File: src/rtl/serial_tx_pkg.sv
// Shared encodings for the serial bit-stream transmitter.
// Combinational constants only; no latency.
// No flow control.
package serial_tx_pkg;

    typedef enum logic [1:0] {
        ST_IDLE  = 2'd0,
        ST_PRE   = 2'd1,
        ST_SHIFT = 2'd2,
        ST_GAP   = 2'd3
    } state_t;

    // Sent bit 0 first; two equal bits mark a frame start downstream.
    localparam logic [1:0] PRE_PATTERN = 2'b11;
    localparam int         PRE_LEN     = 2;

endpackage

File: src/rtl/serial_bit_counter.sv
// Cycle counter with synchronous clear/enable; tc flags the MAX-th counted cycle.
// tc is combinational from the count register.
// No flow control.
module serial_bit_counter #(
    parameter int MAX = 16
) (
    input  logic clk,
    input  logic rst_n,
    input  logic clr,
    input  logic en,
    output logic tc
);

    // One spare code so the count can sit at MAX after the final cycle.
    localparam int CW = $clog2(MAX + 1);

    logic [CW-1:0] cnt;

    always_ff @(posedge clk or negedge rst_n) begin
        if (!rst_n) begin
            cnt <= '0;
        end else if (clr) begin
            cnt <= '0;
        end else if (en) begin
            cnt <= cnt + CW'(1);
        end
    end

    assign tc = (cnt == CW'(MAX - 1));

endmodule

File: src/rtl/serial_seq_tx.sv
// Word-to-serial transmitter, LSB first, GAP idle cycles per frame; SERIAL_SEQ_TX_PREAMBLE_EN adds a 2-bit 11 preamble.
// din[0] on outp 1 cycle after handshake (+2 with preamble); frame spacing WIDTH+GAP+1 (+2).
// din_ready high only in IDLE; din_valid/din ignored elsewhere.
module serial_seq_tx
    import serial_tx_pkg::*;
#(
    parameter int WIDTH = 16,
    parameter int GAP   = 2
) (
    input  logic             clk,
    input  logic             rst_n,
    input  logic [WIDTH-1:0] din,
    input  logic             din_valid,
    output logic             din_ready,
    output logic             outp,
    output logic             outp_valid,
    output logic             done
);

    state_t           state;
    state_t           next_state;
    logic [WIDTH-1:0] sreg;
    logic             hs;
    logic             shift_tc;
    logic             gap_tc;
    logic             outp_d;
    logic             outp_valid_d;
    logic             done_d;
    logic             din_ready_d;

    assign hs = (state == ST_IDLE) && din_ready && din_valid;

    serial_bit_counter #(.MAX(WIDTH)) u_shift_cnt (
        .clk   (clk),
        .rst_n (rst_n),
        .clr   (hs),
        .en    (state == ST_SHIFT),
        .tc    (shift_tc)
    );

    generate
        if (GAP > 0) begin : g_gap
            serial_bit_counter #(.MAX(GAP)) u_gap_cnt (
                .clk   (clk),
                .rst_n (rst_n),
                .clr   (state != ST_GAP),
                .en    (state == ST_GAP),
                .tc    (gap_tc)
            );
        end else begin : g_nogap
            assign gap_tc = 1'b1;
        end
    endgenerate

`ifdef SERIAL_SEQ_TX_PREAMBLE_EN
    logic pre_tc;

    serial_bit_counter #(.MAX(PRE_LEN)) u_pre_cnt (
        .clk   (clk),
        .rst_n (rst_n),
        .clr   (state != ST_PRE),
        .en    (state == ST_PRE),
        .tc    (pre_tc)
    );
`endif

    always_ff @(posedge clk or negedge rst_n) begin
        if (!rst_n) begin
            state <= ST_IDLE;
        end else begin
            state <= next_state;
        end
    end

    always_comb begin
        next_state = state;
        case (state)
            ST_IDLE: begin
                if (hs) begin
`ifdef SERIAL_SEQ_TX_PREAMBLE_EN
                    next_state = ST_PRE;
`else
                    next_state = ST_SHIFT;
`endif
                end
            end
`ifdef SERIAL_SEQ_TX_PREAMBLE_EN
            ST_PRE: begin
                if (pre_tc) next_state = ST_SHIFT;
            end
`endif
            ST_SHIFT: begin
                if (shift_tc) next_state = (GAP == 0) ? ST_IDLE : ST_GAP;
            end
            ST_GAP: begin
                if (gap_tc) next_state = ST_IDLE;
            end
            default: next_state = ST_IDLE;
        endcase
    end

    // Next values for the registered outputs; ready follows the state we are about to enter.
    always_comb begin
        outp_d       = 1'b0;
        outp_valid_d = 1'b0;
        done_d       = 1'b0;
        din_ready_d  = (next_state == ST_IDLE);
        case (state)
`ifdef SERIAL_SEQ_TX_PREAMBLE_EN
            ST_PRE: begin
                outp_d       = pre_tc ? PRE_PATTERN[1] : PRE_PATTERN[0];
                outp_valid_d = 1'b1;
            end
`endif
            ST_SHIFT: begin
                outp_d       = sreg[0];
                outp_valid_d = 1'b1;
                done_d       = shift_tc;
            end
            default: begin
            end
        endcase
    end

    always_ff @(posedge clk or negedge rst_n) begin
        if (!rst_n) begin
            sreg       <= '0;
            outp       <= 1'b0;
            outp_valid <= 1'b0;
            done       <= 1'b0;
            din_ready  <= 1'b0;
        end else begin
            outp       <= outp_d;
            outp_valid <= outp_valid_d;
            done       <= done_d;
            din_ready  <= din_ready_d;
            if (hs) begin
                sreg <= din;
            end else if (state == ST_SHIFT) begin
                sreg <= sreg >> 1;
            end
        end
    end

endmodule

File: config.mk
export PLATFORM = sky130hd
export DESIGN_NAME = serial_seq_tx
export DESIGN_NICKNAME = d
export VERILOG_FILES = /design/src/rtl/serial_tx_pkg.sv /design/src/rtl/serial_bit_counter.sv /design/src/rtl/serial_seq_tx.sv
export SDC_FILE = /design/constraint.sdc
export NUM_CORES = 1
export LEC_CHECK = 0
export CAP_MARGIN = 10
export CORE_ASPECT_RATIO = 1.25
export CORE_MARGIN = 2
export CORE_UTILIZATION = 48
export CTS_BUF_LIST = sky130_fd_sc_hd__clkbuf_2
export CTS_CLUSTER_SIZE = 16
export DETAILED_ROUTE_END_ITERATION = 6
export PLACE_DENSITY_LB_ADDON = 0.05
export SLEW_MARGIN = 10
export SYNTH_ARGS = -nofsm -noshare
export SYNTH_HDL_FRONTEND = slang
export SYNTH_HIERARCHICAL = 1
export SYNTH_SLANG_ARGS = --single-unit
File: constraint.sdc
create_clock -name clk -period 1.4 [get_ports clk]
set_input_delay 0.28 -clock clk [delete_from_list [all_inputs] [get_ports clk]]
set_output_delay 0.28 -clock clk [all_outputs]
set_load 0.02 [all_outputs]
==> out/metrics.yaml <==
hold_viol_final: 0
coreArea_um2: 2630
synth_top_area_share_pct: 55.7
fp.dieH_um: 62.3
cts_num_sinks: 29
crit_buf_inv: 1
yosysWarnings: 6
status: "finished, violations left"
tritoncts.num_buffers: 5
cts.clk_slew.worst_paths_ps: 140
synth.distinct_cells: 24
max_stage_delay_ps: 430
start_kind: "flop"
grt_max_degree: 30
fill_cells: 231
cpLargestDelayFamily: "flip-flops"
grt_pass1_vias: 965
first_iter_violations: 19
synth-seq-area-share_pct: 55.7
violations: "negative setup slack"
tns_ps: -67.4
post-route-period-util_pct: 105
cellPowerDensity_nw_per_um2: 1780
syn_nets: 126
stdcell_count: 173
final_cell_mix: "dfrtp_1 (28), clkdlybuf4s50_1 (18), a22o_1 (15), a21o_1 (15), buf_4 (7)"
crit_type: "reg -> reg"
ys.flop_type: "dfrtp_1"
max_freq_mhz: 681
htreeDepth: 2
port_buffers: 22
rsz0062_at_grt: "yes"
path_cells: "nor2b_2, buf_8, nand4_2, mux2_4"
die_area_um2: 3150
postRouteWirelength_um: 2380
grt_pass1_wl_um: 4220
skew_ps: 9.00
via_per_inst: 5.29
critPathLaunch: "state[1]"
die_width_um: 50.6
post-route-min-period_ps: 1470
nNetsFinal: 161
syn_inst: 104
track_usage_pct: 18.1
ir_drop_mv: 1.31
hold_buffers: 0
leakagePower_nw: 0.898
placedCellCount: 162
setup_viol: 1
worstHoldPathType: "in -> async"
slew_violations: 0
drive_gt1_share_pct: 19.4
num_rows: 21
syn_to_final_growth_pct: 28.7
synth-async-reset-ratio_pct: 100
num_io_pins: 23
ys_seq_elements: 29
cts_tree: "built"
postSynthAreaPerCell_um2: 12.5
slowest_stage: "dfrtp_1"
r2r_start: "state[1]"
final_common_cell: "dfrtp_1"
drc: 0
clk_path_buf_depth: 2
antenna_left: 0
place.gp.congestion: 0.720
start_util_pct: 49.6
cp.arrival_ps: 1720
grt.overflow.total: 0
yosysTopAreaCell: "dfrtp_1"
cts_root_buf: "clkbuf_2"
critPathMaxFanout: 26
diodes: 0
avgRoutedWirePerCell_um: 13.7
synth_edf_count: 0
crit_required_ps: 1650
netlist_area_um2: 1300
slew_headroom_pct: 76.8
p_total_mw: 2.98
antenna_found_initial: 0
cp-end-kind: "flop"
dp_hpwl_um: 1540
dr.pass1.iters: 4
final_util_pct: 63.9
tightest_slew_ps: 347
synth.area.top_cells: "dfrtp_1 (56%), a22o_1 (10%), a21o_1 (8.6%)"
vias: 916
insertion_delay_ps: 340
fin_ws_ps: -67.4
cap_violations: 0
==> per-layer routing <==
| metal | track usage, % | vias to the layer above | routed length, um |
|---|---|---|---|
| met5 | 0 | - | 0 |
| met4 | 8.11 | 0 | 44 |
| met3 | 6.49 | 6 | 121 |
| met2 | 27.8 | 21 | 1170 |
| met1 | 22.6 | 449 | 1040 |
| li1 | - | 440 | - |
==> state kept, by name (all words and copies together), names as in the netlist <==
signal / count
din_ready: 1
done: 1
g_gap.u_gap_cnt/cnt: 2
outp: 1
outp_valid: 1
sreg: 16
state: 2
u_shift_cnt/cnt: 5
==> worst reg2reg max path, stage by stage, from the launching register on <==
cell and delay [ps]:
dfrtp_1 430, nor2b_2 270, buf_8 230, nand4_2 140, mux2_4 310
==> Yosys cell counts, drive strengths merged (2+ instances only) <==
cell type	instances
a211oi	2
a21o	15
a22o	15
and2	4
buf	6
dfrtp	29
ha	3
inv	5
mux2i	2
nand2	2
nor2	7
o21ai	2
xnor2	2
==> worst paths after layout <==
path,depth (start not counted),slack [ps],to
worst min-delay path,2,280,u_shift_cnt/cnt[4]
worst max register to register,4,-70,u_shift_cnt/cnt[3]
worst max-delay path,4,-70,u_shift_cnt/cnt[3]
worst min register to register,1,490,sreg[0]
max in group asynchronous,2,950,sreg[9]
min in group clk,3,460,sreg[15]
==> cell type report <==
class	instances	area (um^2)	share of cell area [%]
flip-flops and latches	29	727	43.3
multi-input cells	64	519	30.9
repair buffers	34	337	20.1
well taps	34	42.5	2.54
clock buffers	6	30.0	1.79
inverters	5	18.8	1.12
clock inverters	1	3.75	0.224
==> cell families (layout without fill, tap and decap cells) <==
family	after synthesis	in the layout	synth area share (%)
buffers and inverters	11	46	5.66
AOI/OAI and AO/OA	36	36	21.8
and+or+nand+nor	20	20	9.98
DFF	29	29	55.7
adders and majority gates	3	3	2.88
xor gates and xnor gates	2	2	1.34
muxes	3	3	2.69
==> through the flow <==
| step | area [um^2] | setup slack, ps | hold WS [ps] |
|---|---|---|---|
| after floorplan | 1300 | -155 | -15.6 |
| after global placement | 1590 | -473 | 458 |
| after detailed placement | 1590 | -498 | 466 |
| after CTS | 1660 | -95.0 | 264 |
| after global routing | 1680 | -132 | 263 |
| final | 1680 | -67.4 | 280 |
==> report_power, final <==
part	leakage, nW	internal (mW)	switching (mW)
Sequential	0.377	1.10	0.164
Clock	0.0265	0.116	0.263
Combinational	0.495	0.679	0.658
==> repair_timing <==
item,in CTS,in global routing
gates resized for setup,11,4
gates cloned,1,0
endpoints found under the setup margin,20,22
pin swaps,1,12
setup buffers,2,1
Note: power is estimated with default switching activity, not from simulation.
